===== src/rtl/mem_access_ctrl.sv =====
// Load/store sequencer from the MEM stage onto a req/ack data-RAM bus; 3 cycles minimum (IDLE, BUS, DONE).
// Backpressure: stall_request holds the pipeline until DONE; the bus holds the request until bus_ack or timeout.
module mem_access_ctrl #(
  parameter int TIMEOUT_CYCLES = 255
) (
  input  logic        clock,
  input  logic        reset,
  input  logic        op_valid,
  input  logic        op_store,
  input  logic [1:0]  op_size,
  input  logic        op_unsigned,
  input  logic [31:0] op_addr,
  input  logic [31:0] op_store_data,
  output logic        stall_request,
  output logic        result_valid,
  output logic [31:0] result_data,
  output logic        misaligned,
  output logic        timeout,
  output logic        bus_req,
  output logic        bus_we,
  output logic [31:0] bus_addr,
  output logic [3:0]  bus_sel,
  output logic [31:0] bus_wdata,
  input  logic        bus_ack,
  input  logic [31:0] bus_rdata
);

  localparam logic [9:0] WAIT_LAST = 10'(TIMEOUT_CYCLES - 1);

  typedef enum logic [1:0] {IDLE, BUS, DONE} state_t;

  state_t      state, state_nxt;
  logic [9:0]  wait_cnt;
  logic        lat_store, lat_unsigned;
  logic [1:0]  lat_size, lat_off;
  logic        op_misaligned, expired;
  logic [3:0]  sel_c;
  logic [31:0] wdata_c, load_ext;
  logic [7:0]  lane_b;
  logic [15:0] lane_h;

  always_comb begin
    op_misaligned = 1'b0;
    case (op_size)
      2'b01:   op_misaligned = op_addr[0];
      2'b10:   op_misaligned = |op_addr[1:0];
      2'b11:   op_misaligned = 1'b1;
      default: op_misaligned = 1'b0;
    endcase
  end

  // Big-endian lanes: byte offset 0 lives in bits 31:24.
  always_comb begin
    sel_c   = 4'b1111;
    wdata_c = op_store_data;
    case (op_size)
      2'b00: begin
        sel_c   = 4'b1000 >> op_addr[1:0];
        wdata_c = {4{op_store_data[7:0]}};
      end
      2'b01: begin
        sel_c   = op_addr[1] ? 4'b0011 : 4'b1100;
        wdata_c = {2{op_store_data[15:0]}};
      end
      default: ;
    endcase
  end

  always_comb begin
    lane_b = bus_rdata[31:24];
    case (lat_off)
      2'd1:    lane_b = bus_rdata[23:16];
      2'd2:    lane_b = bus_rdata[15:8];
      2'd3:    lane_b = bus_rdata[7:0];
      default: ;
    endcase
    lane_h   = lat_off[1] ? bus_rdata[15:0] : bus_rdata[31:16];
    load_ext = bus_rdata;
    case (lat_size)
      2'b00:   load_ext = {{24{~lat_unsigned & lane_b[7]}}, lane_b};
      2'b01:   load_ext = {{16{~lat_unsigned & lane_h[15]}}, lane_h};
      default: load_ext = bus_rdata;
    endcase
  end

  // An ack arriving on the expiry cycle takes priority over the abort.
  always_comb begin
    state_nxt     = state;
    expired       = (state == BUS) && !bus_ack && (wait_cnt == WAIT_LAST);
    stall_request = ((state == IDLE) && op_valid) || (state == BUS);
    case (state)
      IDLE:    if (op_valid) state_nxt = op_misaligned ? DONE : BUS;
      BUS:     if (bus_ack || expired) state_nxt = DONE;
      DONE:    state_nxt = IDLE;
      default: state_nxt = IDLE;
    endcase
  end

  always_ff @(posedge clock or posedge reset) begin
    if (reset) begin
      state        <= IDLE;
      wait_cnt     <= '0;
      lat_store    <= 1'b0;
      lat_unsigned <= 1'b0;
      lat_size     <= '0;
      lat_off      <= '0;
      result_valid <= 1'b0;
      result_data  <= '0;
      misaligned   <= 1'b0;
      timeout      <= 1'b0;
      bus_req      <= 1'b0;
      bus_we       <= 1'b0;
      bus_addr     <= '0;
      bus_sel      <= '0;
      bus_wdata    <= '0;
    end else begin
      state        <= state_nxt;
      result_valid <= 1'b0;
      misaligned   <= 1'b0;
      timeout      <= 1'b0;
      case (state)
        IDLE: begin
          wait_cnt <= '0;
          if (op_valid) begin
            if (op_misaligned) begin
              misaligned <= 1'b1;
            end else begin
              bus_req      <= 1'b1;
              bus_we       <= op_store;
              bus_addr     <= {op_addr[31:2], 2'b00};
              bus_sel      <= sel_c;
              bus_wdata    <= wdata_c;
              lat_store    <= op_store;
              lat_unsigned <= op_unsigned;
              lat_size     <= op_size;
              lat_off      <= op_addr[1:0];
            end
          end
        end
        BUS: begin
          if (bus_ack) begin
            bus_req <= 1'b0;
            bus_we  <= 1'b0;
            if (!lat_store) begin
              result_valid <= 1'b1;
              result_data  <= load_ext;
            end
          end else if (expired) begin
            bus_req     <= 1'b0;
            bus_we      <= 1'b0;
            timeout     <= 1'b1;
            result_data <= '0;
          end else begin
            wait_cnt <= wait_cnt + 10'd1;
          end
        end
        default: ;
      endcase
    end
  end

endmodule


===== config.mk =====
export PLATFORM = sky130hd
export DESIGN_NAME = mem_access_ctrl
export DESIGN_NICKNAME = d
export VERILOG_FILES = /design/src/rtl/mem_access_ctrl.sv
export SDC_FILE = /design/constraint.sdc
export NUM_CORES = 1
export LEC_CHECK = 0
export ABC_AREA = 1
export BUFFER_PORTS_ARGS = -buffer_cell sky130_fd_sc_hd__buf_2
export CORE_MARGIN = 4
export CORE_UTILIZATION = 50
export DETAILED_ROUTE_END_ITERATION = 8
export HOLD_SLACK_MARGIN = 0.12
export MAX_ROUTING_LAYER = met4
export PLACE_DENSITY = 0.8
export SYNTH_ARGS = -nofsm -noshare
export SYNTH_HDL_FRONTEND = slang
export SYNTH_SLANG_ARGS = --single-unit

===== constraint.sdc =====
create_clock -name clock -period 4.83 [get_ports clock]
set_input_delay 0.483 -clock clock [delete_from_list [all_inputs] [get_ports clock]]
set_output_delay 0.483 -clock clock [all_outputs]
set_load 0.05 [all_outputs]

Yosys cells after proc, flatten, opt, wreduce, memory -nomap -nowiden
Index checks and enable logic that the tools add are counted.
{"block": "totals", "ff_bits": 121, "inputBits": 104, "out_inout_bits": 106}
{"block": "classes", "n_addsub": 1, "eq_ne": 16, "shift": 1, "muxes": 34, "n_bitwise": 4, "reduce_logical": 17}
{"cell": "32-bit case mux with 2 select lines", "count": 2}
{"cell": "32-bit two-way mux", "count": 3}
{"cell": "8-bit case mux with 3 select lines", "count": 1}
{"cell": "10-bit two-way mux", "count": 2}
{"cell": "10-bit case mux with 2 select lines", "count": 1}
{"cell": "16-bit two-way mux", "count": 1}
{"cell": "1-bit two-way mux", "count": 15}
{"cell": "10-bit by 1-bit adder with 10-bit output, second input constant", "count": 1}
{"cell": "10-bit by 8-bit equality test with 1-bit output, second input constant", "count": 1}
{"cell": "2-bit inequality test, second input constant", "count": 5}
{"cell": "3-bit AND reduction", "count": 3}
{"cell": "2-bit by 1-bit equality test with 1-bit output, second input constant", "count": 4}
{"cell": "2-bit equality test, second input constant", "count": 4}
{"cell": "4-bit case mux with 2 select lines", "count": 1}
{"cell": "2-bit logical NOT", "count": 3}
{"cell": "2-bit two-way mux", "count": 3}
{"cell": "4-bit two-way mux", "count": 1}
{"cell": "1-bit case mux with 2 select lines", "count": 2}
{"cell": "2-bit case mux with 2 select lines", "count": 1}
{"cell": "4-bit AND reduction", "count": 1}
{"cell": "2-bit nonzero test", "count": 2}
{"cell": "4-bit by 2-bit >> shifter with 4-bit output, first input constant", "count": 1}
{"cell": "1-bit logical AND", "count": 3}
{"cell": "3-bit inequality test, second input constant", "count": 1}
{"cell": "8 further kinds", "count": 11}

Depth between registers and ports, before layout
{"block": "logic_depth", "depth_word": 6, "ltp_mapped": 10}

Worst setup path before layout
OpenSTA, ideal clock, no wires.
{"block": "synth_path", "path_kind": "reg-to-output", "from": "register state[1]", "to": "output port stall_request", "t_arrival_ps": 1013, "t_required_ps": 4347, "path_slack_ps": 3334, "stages_incl_launch_ff": 4, "cell_sequence": "dfrtp_1 -> nor2_4 -> inv_2 -> nand2_1"}
{"block": "synth_between", "elab_chain_cells": 3, "elab_cells_between_ends": 4}
{"item": "start, declared", "line_no": "32", "source": "state_t state, state_nxt;"}
{"item": "start signal, assigned", "line_no": "117", "source": "state <= state_nxt;"}
{"item": "2-bit logical NOT", "line_no": "90", "source": "stall_request = ((state == IDLE) && op_valid) || (state == BUS);"}
{"item": "1-bit logical AND", "line_no": "90"}
{"item": "1-bit logical OR (*)", "line_no": "90"}
{"item": "end, declared", "line_no": "14", "source": "output logic stall_request,"}
Every way passes the cells marked *; elsewhere a longest branch is shown, timed or not.

Final worst setup path
{"block": "layout_path", "from": "register lat_size[1]", "to": "register result_data[6]"}
{"block": "layout_between", "elab_chain_cells": 4, "elab_cells_between_ends": 5}
{"item": "start, declared", "line_no": "35", "source": "logic [1:0] lat_size, lat_off;"}
{"item": "start signal, assigned", "line_no": "135", "source": "lat_size <= op_size;"}
{"item": "2-bit by 1-bit equality test with 1-bit output / 2-bit logical NOT (equally long branches)", "line_no": "79", "source": "case (lat_size)"}
{"item": "32-bit case mux with 2 select lines (*)", "line_no": "79"}
{"item": "32-bit two-way mux (*)", "line_no": "144", "source": "if (!lat_store) begin"}
{"item": "32-bit two-way mux (*)", "line_no": "141", "source": "if (bus_ack) begin"}
{"item": "end signal, assigned", "line_no": "146", "source": "result_data <= load_ext;"}
{"item": "end, declared", "line_no": "16", "source": "output logic [31:0] result_data,"}
Every way passes the cells marked *; elsewhere a longest branch is shown, timed or not. The select of a mux whose other input is x is not followed.
A chain may end at the register's enable or synchronous reset.

==> results.md <==
* Sum Neg Setup Slack at 0 ns
* Clk pwr share at 0.215
* Final hold viol count at 0
* Register area at 3030 sq um
* Initial antenna violation count at 1
* Number of remaining DRC errors at 0
* Cts hold-fix bufs at 0
* Clock Latency Late Sink at 0.41 ns
* Warnings, synthesis at 0
* Area occupied by multi-input gates at 2450 sq um
* LEAKAGE at 4.22 nW
* Adder-cell share of the synthesized area at 0.00427
* Iteration-0 DRC Markers at 477
* Final slew viol count at 0
* Placed insts at 1,074
* Aggregate global routing overflow at 0
* Maximum VDD drop at 0.000508 V
* Final cell count without fillers at 1,107
* Period minus WS final at 2.35 ns
* Bufs on Longest Clock Path at 2
* Largest net degree at the start of global routing at 86
* Area grow syn2layout at 27.0%
* Layout cells sized above 1 at 0.277
* Total clock buffers created by CTS at 17
* Post-synth top area cell: dfrtp_1
* Synth Register Bits at 121
* Crit Reg-Reg Endpoint: result_data[6]$_DFFE_PP0P_
* Die width at 116 um
* CP endpoint kind: flop
* First element of the critical path: lat_size[1]$_DFFE_PP0P_
* Routed WL at 16,200 um
* Vias at 5,630
* Drt via density at 5.09
* Clk_skew at 0.00859 ns
* Worst min-delay path class: in -> reg
* Mux cell area share after synthesis at 0
* R2r setup slk at 2.48 ns
* Sw Ratio at 0.516
* Post-synth cell types at 33
* Status: finished, final reports clean
* Xor/xnor share of the synthesized area at 0.00598
* Main combinational cell family by area after synthesis: simple AND/OR/NAND/NOR gates
* GP Congestion at 0.890
* Final Util at 0.652
* WP data required at 5.13 ns
* P per Cell Area at 789 nW/um^2
* WHS at 0.257 ns
* Htree depth at 4
* Final net count at 1,056
* Fill cells at 1,025
* Antenna Nets Post-Route at 0
* Max-slew headroom at 0.342
* Ys flop type: dfrtp_1
* RR Startpoint: lat_size[1]$_DFFE_PP0P_
* Synth area leaders: dfrtp_1 (52%), nand2_1 (22%), o21ai_0 (3.9%)
* Crit path arrival time at 2.65 ns
* Root Driver: clkbuf_16
* Port Buffers at 207
* Number of synthesized flops with an enable pin at 0
* Fraction of the mapped netlist area in simple logic gates at 0.323
* Length of the first detailed-routing pass in iterations at 5
* Num Clock Sinks at 121
* Crit path to: result_data[6]$_DFFE_PP0P_
* Post-synthesis compound-gate area fraction at 0.0833
* Net Sw Power at 0.00303 W
* Netlist area before placement at 5860 sq um
* Top-level I/O count at 210
* CP max FO at 28
* Row count at 39
* Post-synthesis sequential area ratio at 0.517
* Power share of the combinational group at 0.490
* Crit path kind: reg -> reg
* Core ar. at 11,400 sq um
* Internal at 0.00284 W
* First-pass GRT wire length at 25,800 um
* DIE AREA at 13,500 sq um
* Global Route Usage Sum at 0.253
* Clk slew on worst S/H paths at 0.06 ns
* Post-cts resize count at 0
* Post-CTS Repair Setup Buffers at 0
* Syn avg cell area at 7.73 sq um
* Crit path launch type: flop
* Initial core utilization at 0.513
* Area fraction of the dominant cell type after synthesis at 0.517
* Maxcap violations at 0
* Worst r2r path cells at 4
* Actual slew at the worst max-slew pin at 0.988 ns
* CTS tree: done
* Cell count after synthesis at 758
* Asr flop ratio synth at 1.00
* Flop pwr share at 0.295
* Maximum clock rate at 426 MHz
* Vias in the first global route at 5,270
* Detailed Place HPWL at 11,500 um
* Final period util at 0.486
* Wire per inst at 14.7 um
* Tot Pwr at 0.00587 W
* Final setup violation count at 0
* RSZ-0062 raised after global routing: false
* Height of the die at 116 um
## cell families after synthesis
family                     Yosys count
xor gates and xnor gates             4
and+or+nand+nor                    465
other                                1
DFF                                121
adders and majority gates            2
buffers and inverters               73
AOI/OAI and AO/OA                   92
## routing by layer
layer	track usage	wire length, um	vias to the layer above	part of all wire
met5	-	0	-	0
met4	0.0982	414	0	0.026
li1	-	-	2774	-
met2	0.380	7590	264	0.47
met1	0.326	6810	2558	0.42
met3	0.0715	1430	34	0.088
## cell type report
cell class | instances | share of cell area
tap | 143 | 0.0240
timing repair buffer | 209 | 0.141
antenna | 1 | 0.000336
inverter | 36 | 0.0185
clock inverter | 15 | 0.0225
multi-input combinational | 565 | 0.329
sequential | 121 | 0.407
clock buffer | 17 | 0.0572
## power groups by stage
stage / registers, W / clock network (W) / logic, W
floorplan: 0.00308 / 0 / 0.000866
global placement: 0.00173 / 0 / 0.00285
detailed placement: 0.00172 / 0 / 0.00290
CTS: 0.00173 / 0.00128 / 0.00290
global route: 0.00179 / 0.00134 / 0.00308
finish: 0.00173 / 0.00127 / 0.00288
## synth_stat cells, types with 2 or more instances
master and count:
a211oi_1 2, a21oi_1 34, buf_2 18, buf_4 5
buf_6 9, clkbuf_1 5, dfrtp_1 121, ha_1 2
inv_1 29, inv_2 6, nand2_1 348, nand2_2 3
nand3_1 40, nand4_1 2, nor2_1 53, nor2_4 2
nor3_1 4, o211ai_1 3, o21ai_0 46, o21ai_1 2
or2_2 9, xor2_1 4
## per-stage QoR
stage                     setup slack, ns  instance area (sq um)
after CTS                            2.51                   7440
after detailed placement             2.22                   6850
after floorplan                      1.13                   5860
after global placement               2.30                   6850
after global routing                 2.25                   7440
final                                2.48                   7440
## worst max-delay path, stage by stage, from the launching register on
cell and delay, ns:
dfrtp_1 0.76, clkinv_1 0.79, or2_2 0.53, nand3_1 0.10, nand2_1 0.06
## placed cells by master (no fill, tap or decap), types with 2 or more instances in the layout
cell type and n:
nor2_1 53, o211ai_1 3, nor2_4 2, nand4_1 2
conb_1 2, buf_2 207, clkinvlp_4 4, bufinv_16 2
dfrtp_1 121, a21oi_1 34, inv_1 28, a211oi_1 2
inv_2 6, o21ai_1 2, nand3_1 40, nand2_2 3
ha_1 2, nor3_1 4, buf_4 2, clkinv_4 3
inv_6 4, or2_2 9, clkbuf_16 17, nand2_1 348
xor2_1 4, o21ai_0 46
## worst min path at each step
stage	from	to	slack (ns)	cells after the start
4_1_cts	op_addr[22]	bus_addr[22]$_DFFE_PP0P_	0.24	3
6_report	op_addr[22]	bus_addr[22]$_DFFE_PP0P_	0.26	3
3_5_place_dp	result_data[3]$_DFFE_PP0P_	result_data[3]$_DFFE_PP0P_	0.46	2
3_3_place_gp	result_data[3]$_DFFE_PP0P_	result_data[3]$_DFFE_PP0P_	0.45	2
2_1_floorplan	wait_cnt[9]$_DFFE_PP0P_	wait_cnt[9]$_DFFE_PP0P_	0.47	2
5_1_grt	op_addr[7]	bus_addr[7]$_DFFE_PP0P_	0.25	3
## registers in the layout (all words and copies together) (netlist names)
name,count
bus_addr,30
bus_req,1
bus_sel,4
bus_wdata,32
bus_we,1
lat_off,2
lat_size,2
lat_store,1
lat_unsigned,1
misaligned,1
result_data,32
result_valid,1
state,2
timeout,1
wait_cnt,10
No activity file was read; power rests on OpenSTA's default activity.
